===== config.mk =====
export PLATFORM = sky130hd
export DESIGN_NAME = keyboard_matrix
export DESIGN_NICKNAME = d
export VERILOG_FILES = /design/src/rtl/keyboard_matrix.sv
export SDC_FILE = /design/constraint.sdc
export NUM_CORES = 1
export LEC_CHECK = 0
export CAP_MARGIN = 0
export CELL_PAD_IN_SITES_DETAIL_PLACEMENT = 2
export CELL_PAD_IN_SITES_GLOBAL_PLACEMENT = 2
export CORE_MARGIN = 1
export CORE_UTILIZATION = 38
export CTS_BUF_LIST = sky130_fd_sc_hd__clkbuf_16
export CTS_CLUSTER_SIZE = 16
export DETAILED_ROUTE_END_ITERATION = 12
export PLACE_DENSITY = 0.82
export SKIP_CTS_REPAIR_TIMING = 1
export SYNTH_ARGS = -nofsm -noshare
export SYNTH_HDL_FRONTEND = slang
export SYNTH_SLANG_ARGS = --single-unit

===== constraint.sdc =====
create_clock -name clk_i -period 1.75 [get_ports clk_i]
set_clock_uncertainty 0.1 [all_clocks]
set_input_delay 0.525 -clock clk_i [delete_from_list [all_inputs] [get_ports clk_i]]
set_output_delay 0.525 -clock clk_i [all_outputs]
set_load 0.005 [all_outputs]

===== src/rtl/keyboard_matrix.sv =====
// PET keyboard matrix: Wishbone-writable row store plus the PIA1 port/control registers
// the emulated CPU uses to scan it.
module keyboard_matrix #(
    parameter int unsigned ROW_COUNT  = 10,
    parameter int unsigned DATA_WIDTH = 8,
    parameter int unsigned ADDR_WIDTH = 4
) (
    input  logic                  clk_i,
    input  logic                  rst_n_i,

    input  logic [ADDR_WIDTH-1:0] wb_adr_i,
    input  logic [DATA_WIDTH-1:0] wb_dat_i,
    output logic [DATA_WIDTH-1:0] wb_dat_o,
    input  logic                  wb_we_i,
    input  logic                  wb_cyc_i,
    input  logic                  wb_stb_i,
    output logic                  wb_ack_o,
    output logic                  wb_stall_o,

    input  logic                  pia_cs_i,
    input  logic [1:0]            pia_rs_i,
    input  logic                  cpu_we_i,
    input  logic                  cpu_wr_strobe_i,
    input  logic [DATA_WIDTH-1:0] cpu_data_i,
    output logic [DATA_WIDTH-1:0] cpu_data_o,
    output logic                  cpu_data_oe_o
);

    localparam logic [ADDR_WIDTH-1:0] WbRowLimit  = ADDR_WIDTH'(ROW_COUNT);
    localparam logic [3:0]            OraRowLimit = 4'(ROW_COUNT);

    logic [DATA_WIDTH-1:0] rows_q [ROW_COUNT];
    logic [DATA_WIDTH-1:0] rows_d [ROW_COUNT];

    logic [DATA_WIDTH-1:0] ora_q, ora_d, ddra_q, ddra_d, cra_q, cra_d;
    logic [DATA_WIDTH-1:0] orb_q, orb_d, ddrb_q, ddrb_d, crb_q, crb_d;

    logic                  wb_ack_q, wb_ack_d;
    logic [DATA_WIDTH-1:0] wb_dat_q, wb_dat_d;
    logic [DATA_WIDTH-1:0] cpu_data_q, cpu_data_d;
    logic                  cpu_oe_q, cpu_oe_d;

    logic                  wb_acc;
    logic                  wb_in_range;
    logic [DATA_WIDTH-1:0] wb_rdata;
    logic                  cpu_wr;
    logic                  cpu_rd;
    logic [DATA_WIDTH-1:0] row_sel;
    logic [DATA_WIDTH-1:0] rd_val;

    assign wb_acc      = wb_cyc_i & wb_stb_i;
    assign wb_in_range = wb_adr_i < WbRowLimit;
    assign cpu_wr      = pia_cs_i & cpu_we_i & cpu_wr_strobe_i;
    assign cpu_rd      = pia_cs_i & ~cpu_we_i;

    // Wishbone side: row store update and registered response
    always_comb begin
        rows_d   = rows_q;
        wb_dat_d = wb_dat_q;
        wb_ack_d = wb_acc;
        wb_rdata = wb_in_range ? rows_q[wb_adr_i] : '1;
        if (wb_acc && wb_we_i && wb_in_range) begin
            rows_d[wb_adr_i] = wb_dat_i;
        end
        if (wb_acc && !wb_we_i) begin
            wb_dat_d = wb_rdata;
        end
    end

    // CPU register writes; CRx[2] steers the data-register address between OR and DDR
    always_comb begin
        ora_d  = ora_q;
        ddra_d = ddra_q;
        cra_d  = cra_q;
        orb_d  = orb_q;
        ddrb_d = ddrb_q;
        crb_d  = crb_q;
        if (cpu_wr) begin
            unique case (pia_rs_i)
                2'd0: begin
                    if (cra_q[2]) ora_d = cpu_data_i;
                    else          ddra_d = cpu_data_i;
                end
                2'd1: cra_d = {2'b00, cpu_data_i[5:0]};
                2'd2: begin
                    if (crb_q[2]) orb_d = cpu_data_i;
                    else          ddrb_d = cpu_data_i;
                end
                default: crb_d = {2'b00, cpu_data_i[5:0]};
            endcase
        end
    end

    // Port B reads rows_q, so a same-cycle Wishbone write is seen one cycle later
    always_comb begin
        row_sel = (ora_q[3:0] < OraRowLimit) ? rows_q[ora_q[3:0]] : '1;
        unique case (pia_rs_i)
            2'd0:    rd_val = cra_q[2] ? ora_q : ddra_q;
            2'd1:    rd_val = cra_q;
            2'd2:    rd_val = crb_q[2] ? ((row_sel & ~ddrb_q) | (orb_q & ddrb_q)) : ddrb_q;
            default: rd_val = crb_q;
        endcase
        cpu_oe_d   = cpu_rd;
        cpu_data_d = cpu_rd ? rd_val : cpu_data_q;
    end

    always_ff @(posedge clk_i or negedge rst_n_i) begin
        if (!rst_n_i) begin
            for (int i = 0; i < ROW_COUNT; i++) begin
                rows_q[i] <= '1;
            end
            ora_q      <= '0;
            ddra_q     <= '0;
            cra_q      <= '0;
            orb_q      <= '0;
            ddrb_q     <= '0;
            crb_q      <= '0;
            wb_ack_q   <= 1'b0;
            wb_dat_q   <= '0;
            cpu_data_q <= '0;
            cpu_oe_q   <= 1'b0;
        end else begin
            rows_q     <= rows_d;
            ora_q      <= ora_d;
            ddra_q     <= ddra_d;
            cra_q      <= cra_d;
            orb_q      <= orb_d;
            ddrb_q     <= ddrb_d;
            crb_q      <= crb_d;
            wb_ack_q   <= wb_ack_d;
            wb_dat_q   <= wb_dat_d;
            cpu_data_q <= cpu_data_d;
            cpu_oe_q   <= cpu_oe_d;
        end
    end

    assign wb_ack_o      = wb_ack_q;
    assign wb_dat_o      = wb_dat_q;
    assign wb_stall_o    = 1'b0;
    assign cpu_data_o    = cpu_data_q;
    assign cpu_data_oe_o = cpu_oe_q;

endmodule


==> results.md <==
- I/O pin count: 49
- Wirelength per Cell: 30.6 microns
- CTS Sinks: 142
- Initial antenna violation count: 0
- Violated checks: negative setup slack
- Layout Area Growth over Synthesis: 35.3%
- HPWL after detailed placement: 17.8 mm
- Top post-synthesis cells by area: dfstp_2 29%, dfrtp_1 21%, mux2_2 19%
- Reg2Reg Launch Point: ora_q[0]
- Outcome: finished with violations
- Seq/Total Area, Yosys: 49.7%
- Max-cap violations: 0
- First-pass GRT wire length: 40.5 mm
- Period minus WS final: 2040 ps
- Worst r2r dst: cpu_data_o[5]
- Worst Hold End: wb_dat_o[4]
- CTS tree: yes
- Sw Pwr: 3.49 mW
- Syn Nets: 587
- Endpoints failing hold: 0
- Hold depth: 1
- Layout cells sized above 1: 58.0%
- Top cell type's share of synthesized area: 28.6%
- Mapped Cells: 557
- Post-synthesis async set-or-reset flop share: 100%
- CTS H-tree lvls: 4
- Post-synthesis compound-gate area fraction: 7.70%
- Relative slew slack: 66.7%
- Reg2reg path depth: 7
- GRT Util Overall: 28.0%
- Pre-antenna DRT Iters: 4
- Top_reg_cell synth: dfstp_2
- RSZ-0062 raised after global routing: true
- Initial DRC count: 217
- Pre-CTS setup slack: -773 ps
- Pleak: 4.33 nW
- Bufs on Longest Clock Path: 2
- Internal power: 7.67 mW
- Type of the worst setup path: reg2reg
- Design area: 9940 sq um
- Slew Limit Fails: 0
- Worst vdd ir: 0.659 mV
- Die span in y: 141 microns
- PwrDens: 1120 nW/um^2
- Slowest stage cell, crit path: dfrtp_2
- XOR/XNOR Fraction of Synth Area: 0%
- WP data required: 2000 ps
- Placed cell area: 8850 sq um
- Die width: 141 microns
- Most frequent cell after synthesis: mux2_2
- Final setup TNS: -1890 ps
- Net Sw Frac: 31.3%
- Port buffer count: 47
- Tcrit/Tclk final: 117%
- Synth area leader: dfstp_2
- R2r setup slk: -290 ps
- Power consumption: 11.2 mW
- DRC Markers: 0
- Site Rows: 50
- HP Class: reg2reg
- Mapped Area: 7340 sq um
- Slew of the pin with the lowest slew margin: 498 ps
- Synthesized flop and latch total: 142
- Root Driver: clkbuf_16
- Post-synthesis mux area share: 32.0%
- Final std cells w/o fill: 969
- Adder and majority gate portion of the synthesized area: 0%
- Comb power frac: 26.0%
- Max incr delay on CP: 480 ps
- Worst setup EP type: flip-flop
- DP Cell Count: 918
- Syn Area/Cell: 13.2 sq um
- Ys Warns: 0
- Arrival time at the worst endpoint: 2290 ps
- Vias: 5622
- # setup viols final: 24
- Most instantiated cells after synthesis: 124 x mux2_2, 80 x dfstp_2, 62 x dfrtp_1
- Netlist cell types: 49
- Gp weighted congestion: 0.846
- Seq pwr share: 41.3%
- Vias/cell: 5.80
- CP startpoint kind: flip-flop
- Number of synthesized flops with an enable pin: 0
- Initial Util: 39.0%
- Grt ovf: 0
- Total wire length: 29.7 mm
- CP Max Fanout: 6
- Layout net count: 726
- Largest net degree at the start of global routing: 35
- Peak Freq: 0.490 GHz
- Largest family of logic cells by synthesized area: multiplexers
- Total die area: 19900 sq um
- Clock transition at the registers of the reported paths: 60 ps
- Hold path start: wb_dat_o[4]
- Number of global-route vias before repair: 6351
- Area of the core: 18800 sq um
- Crit path setup slack, layout: -289 ps
- Post-Synth Simple-Gate Area: 7.53%
- Routed Antenna Nets: 0
- Clock power share: 32.7%
- Crit-path cells: buf_12, buf_8, buf_4, mux2i_1, a211o_1, a221o_1, o21ai_1
- Ant diodes: 0
- Worst-Skew Late Latency: 440 ps
- CTS Buf Count: 17
-- power groups by stage --
| stage | logic, mW | registers (mW) | clock network [mW] |
|---|---|---|---|
| 6_report | 2.90 | 4.61 | 3.65 |
| 5_1_grt | 3.06 | 4.64 | 3.79 |
| 4_1_cts | 2.52 | 4.53 | 3.64 |
| 3_5_place_dp | 2.43 | 4.55 | 0 |
| 3_3_place_gp | 2.27 | 4.45 | 0 |
| 2_1_floorplan | 1.40 | 4.30 | 0 |
-- layout make-up --
type,count,area [sq um]
fill,1725,8890
multi-input combinational,372,3730
sequential,142,3660
timing repair buffer,158,1640
clock buffer,18,450
tap,260,325
clock inverter,14,111
inverter,5,22.5
-- registers in the layout, indices dropped and copies added, names as in the netlist --
| signal | count |
|---|---|
| cpu_data_oe_o | 1 |
| ora_q | 8 |
| rows_q | 80 |
| orb_q | 8 |
| ddra_q | 8 |
| cpu_data_o | 8 |
| wb_dat_o | 8 |
| wb_ack_o | 1 |
| cra_q | 6 |
| crb_q | 6 |
| ddrb_q | 8 |
-- worst max-delay path: cells and delay by family, from the launching register on --
family | cells | cell delay [ps]
compound gates | 3 | 810
buf+inv | 3 | 430
flops | 1 | 480
mux | 1 | 130
-- layer usage --
metal,track usage [%],vias up,share of wire (%),wire [microns]
li1,-,2365,-,-
met1,33.1,3025,40,11800
met2,50.1,170,53,15800
met3,5.13,62,3.7,1090
met4,11.3,0,3.4,1010
met5,0,-,0,0
-- stage by stage --
step,hold slack [ps],utilization (%)
after floorplan,129,-
after global placement,315,47.0
after detailed placement,322,47.0
after CTS,-151,50.0
after global routing,422,52.8
final,406,52.8
-- how the worst max path moves through the flow --
stage / to / slack (ps) / depth (start not counted) / startpoint
final: cpu_data_o[5] / -290 / 7 / ora_q[0]
after global routing: cpu_data_o[7] / -330 / 7 / ora_q[0]
after CTS: cpu_data_o[0] / -470 / 6 / ora_q[0]
after detailed placement: wb_dat_o[4] / -770 / 6 / wb_adr_i[1]
after global placement: wb_dat_o[4] / -640 / 6 / wb_adr_i[1]
after floorplan: rows_q[10] / -50 / 5 / wb_adr_i[2]
-- placed cells by master (no fill, tap or decap), types with 16 or more instances in the layout --
master and instances:
buf_4 81, dlymetal6s2s_1 28, mux2i_1 47, nor2_1 20, clkdlybuf4s50_1 17, mux2_2 122, dfrtp_1 60, clkbuf_16 19
mux4_2 18, dfstp_2 80, buf_12 16
-- cell families (layout without fill, tap and decap cells) --
logic type | count (synthesis) | count (layout)
AOI/OAI and AO/OA | 83 | 83
buffers and inverters | 43 | 195
DFF | 142 | 142
muxes | 197 | 197
other | 1 | 1
and+or+nand+nor | 91 | 91
Note: power is estimated with default switching activity, not from simulation.
